**src/rtl/uart_pkg.sv**
```systemverilog
// Shared UART definitions used by the receiver and the transmitter.
// Provides the frame state encoding and the baud-timing derivations.
package uart_pkg;

  typedef enum logic [1:0] {
    IDLE  = 2'd0,
    START = 2'd1,
    DATA  = 2'd2,
    STOP  = 2'd3
  } uart_state_e;

  // Clocks per serial bit period.
  function automatic int unsigned clks_per_bit(input int unsigned clk_freq,
                                               input int unsigned baud_rate);
    return clk_freq / baud_rate;
  endfunction

  // Clocks from the start-bit edge to the middle of the start bit.
  function automatic int unsigned half_bit(input int unsigned clk_freq,
                                           input int unsigned baud_rate);
    return clks_per_bit(clk_freq, baud_rate) / 2;
  endfunction

endpackage

```
**src/rtl/sync_2ff.sv**
```systemverilog
// Two-flop synchroniser for a single asynchronous input.
// Ports:
//   clk - destination clock
//   rst - asynchronous active-low reset; both flops load RST_VAL
//   d   - asynchronous input
//   q   - synchronised output (second stage)
module sync_2ff #(
  parameter logic RST_VAL = 1'b1
) (
  input  logic clk,
  input  logic rst,
  input  logic d,
  output logic q
);

  logic meta;

  always_ff @(posedge clk or negedge rst) begin
    if (!rst) begin
      meta <= RST_VAL;
      q    <= RST_VAL;
    end else begin
      meta <= d;
      q    <= meta;
    end
  end

endmodule

```
**src/rtl/uart_rx.sv**
```systemverilog
// UART receiver, 8N1-style framing (start, DATA_WIDTH data bits LSB first,
// one stop bit), line idles high. Samples each bit at its mid-point.
// Ports:
//   clk         - system clock
//   rst         - asynchronous active-low reset
//   i_rx        - serial input from pin (asynchronous, idle high)
//   o_rxdata    - last correctly framed word, bit 0 = first data bit
//   o_rx_valid  - one-cycle strobe, o_rxdata updated this cycle
//   o_frame_err - one-cycle strobe, stop bit sampled low
//   o_busy      - high from start-bit detection until back in IDLE
module uart_rx
  import uart_pkg::*;
#(
  parameter int unsigned BAUD_RATE  = 9600,
  parameter int unsigned DATA_WIDTH = 8,
  parameter int unsigned CLK_FREQ   = 100_000_000
) (
  input  logic                  clk,
  input  logic                  rst,
  input  logic                  i_rx,
  output logic [DATA_WIDTH-1:0] o_rxdata,
  output logic                  o_rx_valid,
  output logic                  o_frame_err,
  output logic                  o_busy
);

  localparam int unsigned CLKS_PER_BIT = clks_per_bit(CLK_FREQ, BAUD_RATE);
  localparam int unsigned HALF_BIT     = half_bit(CLK_FREQ, BAUD_RATE);
  localparam int unsigned CNT_W = (CLKS_PER_BIT > 1) ? $clog2(CLKS_PER_BIT) : 1;
  localparam int unsigned BIT_W = (DATA_WIDTH > 1) ? $clog2(DATA_WIDTH) : 1;

  localparam logic [CNT_W-1:0] CNT_ONE  = CNT_W'(1);
  localparam logic [CNT_W-1:0] HALF_END = CNT_W'(HALF_BIT - 1);
  localparam logic [CNT_W-1:0] BIT_END  = CNT_W'(CLKS_PER_BIT - 1);
  localparam logic [BIT_W-1:0] BIT_ONE  = BIT_W'(1);
  localparam logic [BIT_W-1:0] LAST_BIT = BIT_W'(DATA_WIDTH - 1);

  logic rx_s;

  uart_state_e           state_q, state_d;
  logic [CNT_W-1:0]      cnt_q, cnt_d;
  logic [BIT_W-1:0]      bit_q, bit_d;
  logic [DATA_WIDTH-1:0] shift_q, shift_d;
  logic [DATA_WIDTH-1:0] rxdata_d;
  logic                  valid_d, ferr_d, busy_d;
  // Cleared by a framing error; a new start is only accepted once the line
  // has been seen high again, so a stuck-low line yields a single error.
  logic                  armed_q, armed_d;

  sync_2ff #(
    .RST_VAL(1'b1)
  ) u_sync (
    .clk(clk),
    .rst(rst),
    .d  (i_rx),
    .q  (rx_s)
  );

  always_ff @(posedge clk or negedge rst) begin
    if (!rst) begin
      state_q     <= IDLE;
      cnt_q       <= '0;
      bit_q       <= '0;
      shift_q     <= '0;
      armed_q     <= 1'b1;
      o_rxdata    <= '0;
      o_rx_valid  <= 1'b0;
      o_frame_err <= 1'b0;
      o_busy      <= 1'b0;
    end else begin
      state_q     <= state_d;
      cnt_q       <= cnt_d;
      bit_q       <= bit_d;
      shift_q     <= shift_d;
      armed_q     <= armed_d;
      o_rxdata    <= rxdata_d;
      o_rx_valid  <= valid_d;
      o_frame_err <= ferr_d;
      o_busy      <= busy_d;
    end
  end

  always_comb begin
    state_d  = state_q;
    cnt_d    = cnt_q + CNT_ONE;
    bit_d    = bit_q;
    shift_d  = shift_q;
    armed_d  = armed_q | rx_s;
    rxdata_d = o_rxdata;
    valid_d  = 1'b0;
    ferr_d   = 1'b0;
    busy_d   = o_busy;

    case (state_q)
      IDLE: begin
        cnt_d = '0;
        if (!rx_s && armed_q) begin
          state_d = START;
          busy_d  = 1'b1;
        end
      end
      START: begin
        if (cnt_q == HALF_END) begin
          cnt_d = '0;
          if (!rx_s) begin
            state_d = DATA;
            bit_d   = '0;
          end else begin
            state_d = IDLE;
            busy_d  = 1'b0;
          end
        end
      end
      DATA: begin
        if (cnt_q == BIT_END) begin
          cnt_d          = '0;
          shift_d[bit_q] = rx_s;
          if (bit_q == LAST_BIT) begin
            state_d = STOP;
          end else begin
            bit_d = bit_q + BIT_ONE;
          end
        end
      end
      STOP: begin
        if (cnt_q == BIT_END) begin
          cnt_d   = '0;
          state_d = IDLE;
          busy_d  = 1'b0;
          if (rx_s) begin
            rxdata_d = shift_q;
            valid_d  = 1'b1;
          end else begin
            ferr_d  = 1'b1;
            armed_d = 1'b0;
          end
        end
      end
      default: begin
        state_d = IDLE;
        cnt_d   = '0;
        busy_d  = 1'b0;
      end
    endcase
  end

endmodule

```
**config.mk**
```make
export PLATFORM = sky130hd
export DESIGN_NAME = uart_rx
export DESIGN_NICKNAME = d
export VERILOG_FILES = /design/src/rtl/uart_pkg.sv /design/src/rtl/sync_2ff.sv /design/src/rtl/uart_rx.sv
export SDC_FILE = /design/constraint.sdc
export NUM_CORES = 1
export LEC_CHECK = 0
export ABC_AREA = 0
export CAP_MARGIN = 20
export CORE_ASPECT_RATIO = 2
export CORE_MARGIN = 2
export CORE_UTILIZATION = 40
export CTS_CLUSTER_SIZE = 25
export DETAILED_ROUTE_END_ITERATION = 16
export MAX_ROUTING_LAYER = met4
export PLACE_DENSITY_LB_ADDON = 0.05
export SYNTH_ARGS = -nofsm -noshare
export SYNTH_HDL_FRONTEND = slang
export SYNTH_SLANG_ARGS = --single-unit
```
**constraint.sdc**
```tcl
create_clock -name clk -period 2.2 [get_ports clk]
set_clock_uncertainty 0.15 [all_clocks]
set_input_delay 0.33 -clock clk [delete_from_list [all_inputs] [get_ports clk]]
set_output_delay 0.33 -clock clk [all_outputs]
set_load 0.01 [all_outputs]
```
==> impl_results.md <==
- Synth cell count leaders: dfrtp_1 (38), nor2_1 (17), mux2_2 (13), nand3_1 (9), xor2_1 (9)
- Gr busiest metal: met2
- Maxcap violations: 0
- Routed Antenna Nets: 0
- Crit path launch type: flip-flop
- Drt initial violations: 22
- Setup TNS: 0 ns
- Fraction of registers with async set/reset: 100.0%
- Fmax: 481.6 MHz
- Int Pwr: roughly 1.3 mW
- Final setup margin: around 0.12 ns
- Cell row count: 36
- RR Endpoint: shift_q[6]
- Port Buffer Count: 13
- Clock power frac: roughly 34%
- Drt first pass iters: 4
- Commonest register cell after synthesis: dfrtp_1
- Tcrit/Tclk final: between 90% and 100%
- Area added between synthesis and finish: 16.14%
- Core area: 4820 sq um
- Clock Path Buffers: 2
- R2R depth: 6
- Final hold vios: 0
- Later-pin clock latency in the skew report: 0.29 ns
- GR Overflow Total: 0
- Fillers: 440
- Met2 Use GR: 29.27%
- CP Class: flip-flop to flip-flop
- Antenna diodes: 0
- WL/cell: 16.07 um
- Initial antenna violation count: 0
- Mapped Avg Cell Area: approximately 12 sq um
- Leakage: 1.024 nW
- Worst VDD drop: 0.6708 mV
- WP data required: 2.22 ns
- Slew Viols, Final: 0
- CTS tree: built
- HP Class: flip-flop to flip-flop
- Worst reg2reg startpoint: cnt_q[0]
- Total net switching power: 433.8 uW
- Ratio of cells with drive above 1 in the final layout: 23.91%
- Status: finished, final reports clean
- Grt met3 use: roughly 3.7%
- Sw frac: between 20% and 30%
- Slew HR: 66.48%
- Boundary pin count: 14
- Synthesized cell area: 1977 sq um
- Critical path capture point type: flip-flop
- Finished Core Util: between 40% and 50%
- R2R Setup Slk: 0.12 ns
- Post-Place Worst Slack: 0.07920 ns
- Combinational power share: 14.1%
- Syn nets: 170
- Post-synth top area cell: dfrtp_1
- Count of cell types in the netlist: 47
- DRC: 0
- GRT Total Usage: 16.72%
- Final GP Congestion: between 0.8 and 0.9
- HP Start: u_sync.meta
- Yosys warnings: 0
- Syn Inst Count: 164
- Worst setup path start: cnt_q[0]
- Routing usage on met1: 16.48%
- Sequential power share: 52.1%
- Post-synth EDFFs: 0
- Post-synthesis register bit count: 41
- CTS sink count: 41
- Pin count of the biggest net entering global routing: 23
- Via count: 1,290
- Worst-Margin Slew: 0.5029 ns
- Clock transition at the registers of the reported paths: 0.07 ns
- Root buffer cell: clkbuf_8
- Worst hold path depth: 0
- Die area: 5555 sq um
- Synth top area share: 48.10%
- TritonCTS Buffers: 5
- Initial Util: approximately 40%
- Ranking of synthesized cells by area: dfrtp_1 (48%), mux2_2 (7.4%), dfstp_2 (4.0%), xor2_1 (4.0%), nor2_1 (3.2%)
- Die X: 53.71 um
- Final Critical Period: 2.077 ns
- Postcts setup bufs: 0
- First-pass GRT wire length: 6479 um
- Hold Crit Endpoint: u_sync.q
- Vias in the first global route: 1,391
- RSZ-0062 raised after global routing: false
- H-Tree Level Count: 2
- Crit path DAT: 2.10 ns
- Post-DP HPWL: 2944 um
- Final #Nets: 190
- # setup viols final: 0
- DIE HEIGHT: between 100 and 150 um
- Sequential share of the synthesized area: 52.09%
- Pwr dens: approximately 740 nW/um^2
- Post-DR vias/cell: ~5.4
- Worst-path maximum fanout: 5
- Routed wire length: 3872 um
- Most frequent cell after synthesis: dfrtp_1
-- routing by layer --
layer  vias to the layer above  share of wire (%)
li1                        621                  -
met1                       641                 36
met2                        17                 59
met3                        11                2.2
met4                         0                3.4
met5                         -                  0
-- power by group through the flow --
stage	combinational [mW]	sequential (mW)	clock, mW
final	0.239	0.882	0.573
after global routing	0.279	0.898	0.624
after global placement	0.239	0.893	0
after CTS	0.243	0.883	0.601
after detailed placement	0.240	0.898	0
after floorplan	0.154	0.886	0
-- worst max path at each step --
stage,endpoint,cells after the start
finish,shift_q[6],6
global route,o_rxdata[1],5
CTS,shift_q[1],6
detailed placement,shift_q[1],6
global placement,shift_q[1],5
floorplan,shift_q[2],7
-- stage by stage --
step	hold WS [ns]	cells	area (sq um)	total power, mW
2_1_floorplan	-0.1156	164	1977	1.040
3_3_place_gp	0.1796	233	2175	1.132
3_5_place_dp	0.1737	233	2175	1.138
4_1_cts	0.2121	241	2288	1.727
5_1_grt	0.2163	241	2296	1.801
6_report	0.2107	241	2296	1.694
-- worst max-delay path, cell delays in order (launching register included) --
cell and delay, ns:
dfrtp_1 0.41, ha_1 0.26, and4_1 0.26, and4_2 0.29, buf_4 0.16, nand3b_1 0.08, mux2_2 0.34
-- placed cells by master, fill, tap and decap left out, drive strengths merged, types with 4 or more instances in the layout --
master and instances:
nor2 18, dfrtp 38, clkdlybuf4s50 12, a21oi 4
mux2 16, nand3 9, o21ai 4, nand4 7
xor2 9, nand2 8, and4 4, inv 4
buf 7, clkbuf 5
-- cell families after synthesis --
group,Yosys count,share of synthesized area (%)
AO/OA/AOI/OAI,14,5.127
XOR/XNOR,9,3.988
adder cells (fa/ha/maj),3,1.899
buffers and inverters,11,4.240
flip-flops,41,52.09
multiplexers,19,10.63
AND/OR/NAND/NOR,67,22.02
-- what timing repair did --
action / in CTS / in global routing
setup endpoints to repair: 0 / 6
hold endpoints to repair: 16 / 0
hold buffers: 1 / 0
resized for setup: 0 / 2
-- registers in the layout (all words and copies together) (netlist names), named ones only --
register	cells
cnt_q	14
o_rxdata	8
shift_q	8
bit_q	3
armed_q	1
o_busy	1
o_frame_err	1
o_rx_valid	1
state_q	1
u_sync.meta	1
u_sync.q	1
-- layout make-up --
class / instances / area, sq um / share of cell area [%]
Timing Repair Buffer: 20 / 205.2 / 8.937
Clock inverter: 2 / 35.03 / 1.526
Inverter: 4 / 15.01 / 0.6540
Clock buffer: 5 / 68.82 / 2.997
Sequential cell: 41 / 1030 / 44.85
Tap cell: 57 / 71.32 / 3.106
Multi-Input combinational cell: 112 / 870.8 / 37.93
No activity file was read; power rests on OpenSTA's default activity.
